## config.mk

```make
export PLATFORM = sky130hd
export DESIGN_NAME = puf_race_controller
export DESIGN_NICKNAME = d
export VERILOG_FILES = /design/src/rtl/puf_race_controller.sv
export SDC_FILE = /design/constraint.sdc
export NUM_CORES = 1
export LEC_CHECK = 0
export BUFFER_PORTS_ARGS = -buffer_cell sky130_fd_sc_hd__buf_2
export CORE_MARGIN = 2
export CORE_UTILIZATION = 45
export DETAILED_ROUTE_END_ITERATION = 8
export GPL_TIMING_DRIVEN = 0
export HOLD_SLACK_MARGIN = 0.1
export PLACE_DENSITY_LB_ADDON = 0.1
export SETUP_SLACK_MARGIN = 0.1
export SYNTH_ARGS = -nofsm -noshare
export SYNTH_HDL_FRONTEND = slang
export SYNTH_SLANG_ARGS = --single-unit
```

## constraint.sdc

```tcl
create_clock -name clk -period 2.4 [get_ports clk]
set_clock_uncertainty 0.15 [all_clocks]
set_input_delay 0.48 -clock clk [delete_from_list [all_inputs] [get_ports clk]]
set_output_delay 0.48 -clock clk [all_outputs]
set_load 0.05 [all_outputs]
```

## src/rtl/puf_race_controller.sv

```systemverilog
// Delay-PUF race initiator: latches a challenge, clears and races two edge counters EVALS times, majority-votes.
// All outputs registered from the next state; start is accepted only in IDLE and never queued.
module puf_race_controller #(
    parameter int CHAL_W       = 8,
    parameter int CLEAR_CYCLES = 4,
    parameter int TIMEOUT      = 4095,
    parameter int EVALS        = 1
) (
    input  logic              clk,
    input  logic              reset,
    input  logic              start,
    input  logic [CHAL_W-1:0] challenge,
    output logic              busy,
    output logic [CHAL_W-1:0] challenge_q,
    output logic              cnt_reset,
    output logic              cnt_enable,
    input  logic              finished_a,
    input  logic              finished_b,
    output logic              resp_valid,
    output logic              resp_bit,
    output logic              resp_tie,
    output logic              resp_timeout
);

    typedef enum logic [1:0] {IDLE, CLEAR, RACE, DONE} state_t;

    localparam logic [15:0] CLR_LAST = 16'(CLEAR_CYCLES - 1);
    localparam logic [15:0] TO_LAST  = 16'(TIMEOUT - 1);
    localparam logic [3:0]  EVALS_W  = 4'(EVALS);
    localparam logic [3:0]  HALF     = 4'(EVALS / 2);

    state_t              state_q, state_d;
    logic [15:0]         clr_q, clr_d;
    logic [15:0]         timer_q, timer_d;
    logic [3:0]          eval_q, eval_d;
    logic [3:0]          wins_q, wins_d;
    logic                tie_q, tie_d;
    logic [CHAL_W-1:0]   chal_d;
    logic                rbit_d, rtie_d, rto_d;

    always_comb begin
        state_d = state_q;
        clr_d   = clr_q;
        timer_d = timer_q;
        eval_d  = eval_q;
        wins_d  = wins_q;
        tie_d   = tie_q;
        chal_d  = challenge_q;
        rbit_d  = resp_bit;
        rtie_d  = resp_tie;
        rto_d   = resp_timeout;
        case (state_q)
            IDLE: begin
                if (start) begin
                    chal_d  = challenge;
                    wins_d  = '0;
                    tie_d   = 1'b0;
                    eval_d  = '0;
                    clr_d   = '0;
                    state_d = CLEAR;
                end
            end
            CLEAR: begin
                if (clr_q == CLR_LAST) begin
                    timer_d = '0;
                    state_d = RACE;
                end else begin
                    clr_d = clr_q + 16'd1;
                end
            end
            RACE: begin
                // A finished pulse in the expiry cycle wins over the timeout.
                if (finished_a || finished_b) begin
                    if (finished_b && !finished_a)
                        wins_d = wins_q + 4'd1;
                    if (finished_a && finished_b)
                        tie_d = 1'b1;
                    eval_d = eval_q + 4'd1;
                    if (eval_d == EVALS_W) begin
                        rbit_d  = (wins_d > HALF);
                        rtie_d  = tie_d;
                        rto_d   = 1'b0;
                        state_d = DONE;
                    end else begin
                        clr_d   = '0;
                        state_d = CLEAR;
                    end
                end else if (timer_q == TO_LAST) begin
                    rbit_d  = 1'b0;
                    rtie_d  = tie_q;
                    rto_d   = 1'b1;
                    state_d = DONE;
                end else begin
                    timer_d = timer_q + 16'd1;
                end
            end
            DONE: begin
                state_d = IDLE;
            end
            default: begin
                state_d = IDLE;
            end
        endcase
    end

    always_ff @(posedge clk or posedge reset) begin
        if (reset) begin
            state_q      <= IDLE;
            clr_q        <= '0;
            timer_q      <= '0;
            eval_q       <= '0;
            wins_q       <= '0;
            tie_q        <= 1'b0;
            busy         <= 1'b0;
            challenge_q  <= '0;
            cnt_reset    <= 1'b1;
            cnt_enable   <= 1'b0;
            resp_valid   <= 1'b0;
            resp_bit     <= 1'b0;
            resp_tie     <= 1'b0;
            resp_timeout <= 1'b0;
        end else begin
            state_q      <= state_d;
            clr_q        <= clr_d;
            timer_q      <= timer_d;
            eval_q       <= eval_d;
            wins_q       <= wins_d;
            tie_q        <= tie_d;
            busy         <= (state_d == CLEAR) || (state_d == RACE);
            challenge_q  <= chal_d;
            cnt_reset    <= (state_d != RACE);
            cnt_enable   <= (state_d == RACE);
            resp_valid   <= (state_d == DONE);
            resp_bit     <= rbit_d;
            resp_tie     <= rtie_d;
            resp_timeout <= rto_d;
        end
    end

endmodule

```

==> impl_results.md <==
* Status: finished clean
* Switch share at 38.57%
* Clock Latency Late Sink at 0.34 ns
* Slew Viols, Final at 0
* Vias/cell at 5.507
* CP Class: flop to flop
* Via count at 2649
* Sequential share of power at 35.5%
* Largest net degree at the start of global routing at 40
* Site Rows at 30
* CTS max path bufs at 2
* Commonest non-fill, non-tap cell in the layout: dfrtp_1
* Synth Register Bits at 58
* Non-Filler Instances at 481
* H-tree Lvls at 3
* CTS Buf Count at 9
* GR Util All Layers at 20.48%
* Initial antenna violation count at 0
* Post-synth top flop: dfrtp_1
* Die ar. at 7739 µm²
* Remaining antenna violation count at 0
* Pre-CTS WS at -0.2403 ns
* Diodes inserted at 0
* CTS tree: built
* Final worst slack at 0.1929 ns
* Syn Nets at 350
* Clk sink count at 58
* Synth unique cells at 61
* Global-route wire length before repair at 12.52 mm
* Max Fclk at 453.1 MHz
* Die width at 87.97 µm
* Clock root buffer: clkbuf_8
* DP HPWL at 4.835 mm
* Area grow syn2layout at 23.46%
* Type of the tightest min-delay check: input port to flop
* Core ar. at 6794 µm²
* First DRT Iteration DRCs at 107
* Switching power at 0.001531 W
* Reg area at 1455 µm²
* Vias in the first global route at 2633
* Gate power share at 37.7%
* Post-synth EDFFs at 0
* Final hold slack at 0.2235 ns
* Max FO, Critical Path at 2
* Syn_area_per_cell at 9.674 µm²
* Final instance area at 3918 µm²
* Critical Path End Type: flop
* Fin crit period at 2.207 ns
* Placed inst area at 3438 µm²
* Register area share after synthesis at 45.78%
* Global route overflow at 0
* Clk network pwr share at 26.8%
* Count of final setup violators at 0
* Max_cap viols at 0
* Area of the multi-input gates at 1709 µm²
* DR WL/cell at 15.11 µm
* Power Density at 1014 nW/µm²
* CP Data Required Time at 2.48 ns
* Netlist Area Pre-Place at 3173 µm²
* RSZ-0062 raised after global routing: false
* VDD IR max at 0.0006894 V
* Most frequent cells in the layout: 55 x dfrtp_1, 27 x buf_2, 26 x nand2_1
* DR DRC count at 0
* Fillers at 602
* Die span in y at 87.97 µm
* Clk slew on worst S/H paths at 0.07 ns
* Syn. warnings at 0
* Pleak at 1.723 nW
* Arrival @ worst endpoint at 2.29 ns
* Dpl cells at 450
* DRT Pass-1 Iters at 4
* Period utilization at 91.96%
* Tot Pwr at 0.003971 W
* Critical path launch point type: flop
* Post-Route WL at 7.267 mm
* Initial Utilization at 46.70%
* I/O Buffers at 25
* Rel. slew slack at 65.46%
* Fin. Hold Viols at 0
* Int Pwr at 0.002439 W
* Slew @ Worst Pin at 0.5170 ns
* Synth Instances at 328
* Proportion of layout cells with a drive suffix above 1 at 27.27%
* Asr flop ratio synth at 100.0%
* Final nets at 402
* Routability cong. at 0.8220
* Number of I/O pins at 28
==> power by group through the flow <==
| stage | logic [W] | registers (W) | clock network [W] |
|---|---|---|---|
| after global routing | 0.00163 | 0.00144 | 0.00113 |
| after detailed placement | 0.00132 | 0.00141 | 0 |
| after CTS | 0.00137 | 0.00139 | 0.00109 |
| final | 0.00150 | 0.00141 | 0.00106 |
| after global placement | 0.00130 | 0.00140 | 0 |
| after floorplan | 0.000726 | 0.00166 | 0 |
==> Yosys cell counts (all sizes together), types with 9 or more instances <==
cell type | instances | area share (%)
ha | 9 | 3.5
dfrtp | 57 | 45
nand3 | 18 | 3.2
nor3 | 9 | 1.4
inv | 16 | 1.9
and2 | 9 | 1.8
nor2 | 22 | 2.7
o21ai | 24 | 3.9
nor4 | 9 | 2.2
nand2 | 28 | 3.4
nand4 | 9 | 2.0
a21oi | 13 | 2.1
==> state kept, by name (all words and copies together) (netlist names) <==
register and flops:
timer_q 16, cnt_reset 1, eval_q 4, tie_q 1, resp_timeout 1, state_q 2
clr_q 16, resp_tie 1, wins_q 4, cnt_enable 1, resp_bit 1, busy 1
resp_valid 1, challenge_q 8
==> metrics by stage <==
step	setup TNS, ns	utilization [%]
2_1_floorplan	0	-
3_3_place_gp	-26.78	50.31
3_5_place_dp	-0.5371	50.61
4_1_cts	0	55.25
5_1_grt	0	57.66
6_report	0	57.66
==> layer usage <==
layer / global-route usage, % / share of wire, % / up-vias
met5: 0 / 0 / -
met4: 7.692 / 1.8 / 0
met3: 3.299 / 2.8 / 13
met2: 33.82 / 47 / 33
met1: 27.13 / 48 / 1286
li1: - / - / 1317
==> cells by family (layout without fill, tap and decap cells) <==
kind of cell	after synthesis	count (layout)	synth area share [%]
simple gates	134	134	24.37
compound gates	79	79	16.29
flops	58	58	45.78
buf+inv	28	85	3.746
mux	11	11	3.786
fa+ha+maj	9	9	3.549
xor+xnor	9	9	2.484
==> cell type report <==
class | instances | area share [%]
buffer | 11 | 1.629
inverter | 16 | 1.533
multi-input combinational | 242 | 43.63
clock inverter | 4 | 1.852
sequential | 58 | 37.14
timing repair buffer | 42 | 6.931
clock buffer | 12 | 4.216
tap | 96 | 3.066
==> timing repair <==
| item | CTS | global route |
|---|---|---|
| hold endpoints to repair | 19 | 0 |
| hold buffers | 1 | 0 |
| setup buffers | 5 | 10 |
| pin swaps | 4 | 11 |
| resized for setup | 12 | 25 |
| setup endpoints to repair | 19 | 34 |
==> worst max-delay path, cell delays in order (launching register included) <==
cell and delay [ns]:
dfrtp_2 0.41, inv_2 0.06, ha_4 0.12, or3b_4 0.38
nor4_4 0.20, buf_6 0.15, nand2_4 0.06, a21oi_4 0.19
nor3_2 0.07, ha_1 0.28, inv_1 0.04
==> final timing paths <==
check,start,end,slack [ns],depth (start not counted)
max,timer_q[0],busy,0.19,10
min,challenge[4],challenge_q[4],0.22,2
max reg2reg,timer_q[0],busy,0.19,10
min reg2reg,challenge_q[2],challenge_q[2],0.35,1
max in group asynchronous,reset,cnt_reset,0.92,4
min in group asynchronous,reset,timer_q[9],0.56,3
Note: power is estimated with default switching activity, not from simulation.
